[config.mk]
export PLATFORM = sky130hd
export DESIGN_NAME = logic_op_arbiter
export DESIGN_NICKNAME = d
export VERILOG_FILES = /design/src/rtl/logic_op_arbiter.sv
export SDC_FILE = /design/constraint.sdc
export NUM_CORES = 1
export LEC_CHECK = 0
export CAP_MARGIN = 5
export CORE_ASPECT_RATIO = 1.25
export CORE_MARGIN = 1
export CORE_UTILIZATION = 35
export CTS_CLUSTER_SIZE = 25
export DETAILED_ROUTE_END_ITERATION = 10
export GPL_ROUTABILITY_DRIVEN = 0
export HOLD_SLACK_MARGIN = 0.03
export PLACE_DENSITY_LB_ADDON = 0.3
export RECOVER_POWER = 25
export SKIP_LAST_GASP = 1
export SYNTH_ARGS = -nofsm -noshare
export SYNTH_HDL_FRONTEND = slang
export SYNTH_SLANG_ARGS = --single-unit
export TNS_END_PERCENT = 10
[constraint.sdc]
create_clock -name clk -period 5 [get_ports clk]
set_input_delay 1 -clock clk [delete_from_list [all_inputs] [get_ports clk]]
set_output_delay 1 -clock clk [all_outputs]
set_load 0.05 [all_outputs]
[src/rtl/logic_op_arbiter.sv]
// Two-requester round-robin arbiter feeding one registered bitwise-logic unit.
// Optional enable port: define LOGIC_ARB_ENABLE_PORT_EN to add it.
module logic_op_arbiter #(
    parameter int WIDTH = 32
) (
    input  logic             clk,
    input  logic             rst,
`ifdef LOGIC_ARB_ENABLE_PORT_EN
    input  logic             enable,
`endif
    input  logic             req0_valid,
    output logic             req0_ready,
    input  logic [1:0]       req0_op,
    input  logic [WIDTH-1:0] req0_a,
    input  logic [WIDTH-1:0] req0_b,
    input  logic             req1_valid,
    output logic             req1_ready,
    input  logic [1:0]       req1_op,
    input  logic [WIDTH-1:0] req1_a,
    input  logic [WIDTH-1:0] req1_b,
    output logic             rsp_valid,
    input  logic             rsp_ready,
    output logic [WIDTH-1:0] rsp_data,
    output logic             rsp_id
);

    typedef enum logic {
        IDLE = 1'b0,
        HOLD = 1'b1
    } state_t;

    state_t           state;
    state_t           state_nxt;
    logic             last_grant;
    logic             arb_en;
    logic             grant0;
    logic             grant1;
    logic [1:0]       sel_op;
    logic [WIDTH-1:0] sel_a;
    logic [WIDTH-1:0] sel_b;
    logic [WIDTH-1:0] result;

`ifdef LOGIC_ARB_ENABLE_PORT_EN
    assign arb_en = enable;
`else
    assign arb_en = 1'b1;
`endif

    assign rsp_valid  = (state == HOLD);
    assign req0_ready = grant0;
    assign req1_ready = grant1;

    // Grant selection and next state; ties go to the requester not granted last.
    always_comb begin
        grant0    = 1'b0;
        grant1    = 1'b0;
        state_nxt = state;
        unique case (state)
            IDLE: begin
                if (!rst && arb_en) begin
                    grant0 = req0_valid && (!req1_valid || last_grant);
                    grant1 = req1_valid && (!req0_valid || !last_grant);
                end
                if (grant0 || grant1)
                    state_nxt = HOLD;
            end
            HOLD: begin
                if (rsp_ready)
                    state_nxt = IDLE;
            end
            default: state_nxt = IDLE;
        endcase
    end

    // Operand mux and purely bitwise operation of the granted requester.
    always_comb begin
        sel_op = grant1 ? req1_op : req0_op;
        sel_a  = grant1 ? req1_a  : req0_a;
        sel_b  = grant1 ? req1_b  : req0_b;
        unique case (sel_op)
            2'b00:   result = sel_a & sel_b;
            2'b01:   result = sel_a | sel_b;
            2'b10:   result = sel_a ^ sel_b;
            default: result = ~(sel_a | sel_b);
        endcase
    end

    // State, captured result and round-robin history.
    always_ff @(posedge clk) begin
        if (rst) begin
            state      <= IDLE;
            rsp_data   <= '0;
            rsp_id     <= 1'b0;
            last_grant <= 1'b1;
        end else begin
            state <= state_nxt;
            if (grant0 || grant1) begin
                rsp_data   <= result;
                rsp_id     <= grant1;
                last_grant <= grant1;
            end
        end
    end

endmodule

### After elaboration in Yosys (flattened, before gate mapping)

Index checks and enable logic that the tools add are counted.

* register bits: 35
* bits of input ports: 137
* output and inout bits: 36
* logic and storage cells: 34

* equal/unequal tests: 2
* mux-type cells: 13
* bitwise logic cells: 5
* reductions and logical operators: 10

Operators with widths (count)
* one-hot mux 32 bit (3 select lines): 1
* 2-to-1 mux 32 bit: 2
* AND 32 bit: 1
* inverter 32 bit: 1
* bitwise OR 32 bit: 1
* bitwise XOR 32 bit: 1
* 2-to-1 mux 1 bit: 8
* logical OR 1 bit: 4
* zero test 1 bit: 3
* equality test 2 x 1 -> 1 bit (second input constant): 1
* equality test 2 bit (second input constant): 1
* logical AND 1 bit: 2
* zero test 2 bit: 1
* 2-to-1 mux 2 bit: 1
* one-hot mux 1 bit (2 select lines): 1
* inverter 1 bit: 1

### Depth between registers and ports, before layout

* depth after elaboration: 10
* mapped depth: 10
* mapped depth without buffers: 9

### Worst setup path before layout

OpenSTA, ideal clock, no wires.

* path kind: input to output
* start point: in req1_valid
* end point: out req0_ready
* arrival: 2731 ps
* data required time: 4000 ps
* path slack: 1269 ps
* stages: 2
* buffers on the path: 0
* cell sequence: nor2b_1 > nor4b_1

* word-level cells in the longest chain between the ends: 6

Ends and longest elaborated chain
* from (decl): RTL line 16 `input logic req1_valid,`
* zero test 1 bit: RTL line 61 `grant0 = req0_valid && (!req1_valid || last_grant);`
* logical OR 1 bit: RTL line 61
* logical AND 1 bit: RTL line 61
* 2-to-1 mux 1 bit: RTL line 60 `if (!rst && arb_en) begin`
* 2-to-1 mux 1 bit (2 in series): RTL line 58 `unique case (state)`
* to (decl): RTL line 12 `output logic req0_ready,`

Every way passes these cells. The select of a mux whose other input is x is not followed.

### Worst setup path after layout

* start point: in req0_valid
* end point: out req1_ready

* word-level cells in the longest chain between the ends: 6

Ends and longest elaborated chain
* from (decl): RTL line 11 `input logic req0_valid,`
* zero test 1 bit: RTL line 62 `grant1 = req1_valid && (!req0_valid || !last_grant);`
* logical OR 1 bit: RTL line 62
* logical AND 1 bit: RTL line 62
* 2-to-1 mux 1 bit: RTL line 60
* 2-to-1 mux 1 bit (2 in series): RTL line 58
* to (decl): RTL line 17 `output logic req1_ready,`

Every way passes these cells. The select of a mux whose other input is x is not followed.

==> run_results.csv <==
group,metric,value,unit
status,outcome,"complete, no violations",
synthesis,synth-main-ff-cell,"dfxtp_1",
place,dp.cells,752,
synthesis,synth_top_cell_area_share,0.211,
synthesis,ys_top_cells_by_area,"ha_1, dfxtp_1, mux2i_1",
die,pin_count,173,
synthesis,yosysSeqAreaShare,0.184,
sta,slew_headroom,0.420,
sta,rsz0062_at_grt,"no",
sta,hold_viol_final,0,
cts,cts_tree,"built",
global_routing,grt_pass1_wl,16200,um
cts,cts-buffers-inserted,5,
worst_setup_path,critPathMaxFanout,28,
sta,period_share,0.783,
global_routing,grt_max_degree,40,
cts,htree_levels,2,
cts,path_clk_slew,50,ps
routing,drc_errors,0,
worst_setup_path,worst_setup_path_end_kind,"primary output",
cts,post-cts-setup-buffer-count,0,
routing,wirelength,9970,um
power,power_density,214,nW/um^2
finish,n_fill_cell,972,
sta,finClkSkew,4.53,ps
finish,final_layout_size_suffix_gt1_frac,0.0447,
routing,vias,3598,
sta,drv_slew,0,
synthesis,async_reset_ff_frac,0,
cts,worstSkewPairLatency,270,ps
cts,root_buffer,"clkbuf_16",
finish,finalInstanceArea,5720,um^2
sta,tightest_slew,870,ps
cts,cts_resized,0,
finish,nNetsFinal,828,
synthesis,yosys-top-cells-count,"nand2_1, inv_1, mux2i_1",
sta,hold_ws,459,ps
synthesis,synthCells,468,
synthesis,netlist_area,3800,um^2
run,drv_cap,0,
synthesis,synth.largest_area_cell,"ha_1",
power,ir_drop,0.129,mV
synthesis,synth_fp_nets,669,
worst_hold_path,hold_path.class,"register to register",
sta,fin_setup_tns,0,ps
global_routing,grtUsageTotal,0.179,
synthesis,synth_cell_types,23,
worst_setup_path,critPathLaunchType,"input port",
die,die-area,11300,um^2
synthesis,yosysWarnings,0,
global_routing,antenna_found_initial,0,
die,num_rows,42,
routing,ant_nets,0,
cts,clock-sinks,35,
place,dp_worst_setup_slack,894,ps
cts,hold_buffers,0,
synthesis,syn_area_per_cell,8.12,um^2
die,die_y,119,um
sta,clock.fmax,255,MHz
routing,viasPerCell,4.75,
finish,stdcell_count,758,
sta,setup_viol,0,
die,die_w,95.2,um
synthesis,ys_ff_latch,35,
routing,drt_iter0_markers,50,
die,start_util,0.360,
global_routing,overflow,0,
place,port_buffers,172,
routing,wl_per_cell,13.2,um
sta,fin_ws,1080,ps
finish,final_util,0.541,
cts,clockBufferDepth,2,
synthesis,synth_edf_count,0,
synthesis,yosysMostFrequentCell,"nand2_1",
worst_setup_path,crit_type,"input port to primary output",
place,hpwl,7610,um
place,place_area,5590,um^2
sta,period_minus_slack,3920,ps
finish,syn2layout_area_growth,50.4,%
worst_setup_path,critPathArrivalTime,2920,ps
routing,firstDrtPassIters,4,
die,core-area,10600,um^2
power,power.total,1.22,mW
power,power.leakage,2.89,nW
global_routing,first_global_vias,3584,
finish,n_antenna_cell,0,
worst_setup_path,worstPathRequired,4000,ps
[cell type report]
type	count	area, um^2	area share
multi-input combinational	340	2690	0.471
timing repair buffer	178	1780	0.311
sequential	35	701	0.123
inverter	67	251	0.0440
tap	132	165	0.0289
clock buffer	6	129	0.0225
[logic make-up (layout without fill, tap and decap cells)]
group,count (synthesis),in the layout,share of synthesized area
adders and majority gates,64,64,0.211
xor gates and xnor gates,32,32,0.0737
and+or+nand+nor,142,142,0.144
AOI/OAI and AO/OA,36,36,0.0994
DFF,35,35,0.184
buffers and inverters,93,251,0.114
muxes,66,66,0.174
[final timing paths]
check,start,to,slack (ps),cells past startpoint
setup / recovery,req0_valid,req1_ready,1080,5
hold / removal,rsp_data[22],rsp_data[22],460,2
setup reg to reg,rsp_valid,rsp_data[22],2100,7
hold reg to reg,rsp_data[22],rsp_data[22],460,2
[power by group]
part           total (mW)  switching, mW  internal (mW)
Sequential          0.335         0.0202          0.315
Combinational       0.597          0.323          0.275
Clock               0.292          0.112          0.179
Total                1.22          0.455          0.769
[critical path: stages]
cell and delay [ps]:
dlygate4sd3_1 610, a211oi_2 310, nand2_4 280, inv_2 490, buf_12 210
[flip-flops by register name (all words and copies together) (netlist names)]
register    cells
rsp_id          1
rsp_valid       1
last_grant      1
rsp_data       32
[layout by cell type (no fill, tap or decap), types with 4 or more instances in the layout]
cell | synthesis | routed
buf_4 | 0 | 6
nand2_1 | 132 | 131
o221ai_1 | 22 | 22
ha_1 | 64 | 64
inv_1 | 66 | 66
o221ai_2 | 10 | 10
clkbuf_16 | 0 | 5
xnor2_1 | 32 | 32
mux2i_1 | 66 | 65
dlygate4sd3_1 | 0 | 15
dfxtp_1 | 35 | 35
nor2_1 | 5 | 4
clkdlybuf4s50_1 | 0 | 156
[per-layer routing]
layer	track usage	up-vias	wire, um
met5	0	-	0
met3	0.0309	6	518
met1	0.196	1649	4100
li1	-	1848	-
met2	0.344	95	5240
met4	0.0398	0	108
(Power assumes the default switching activity.)
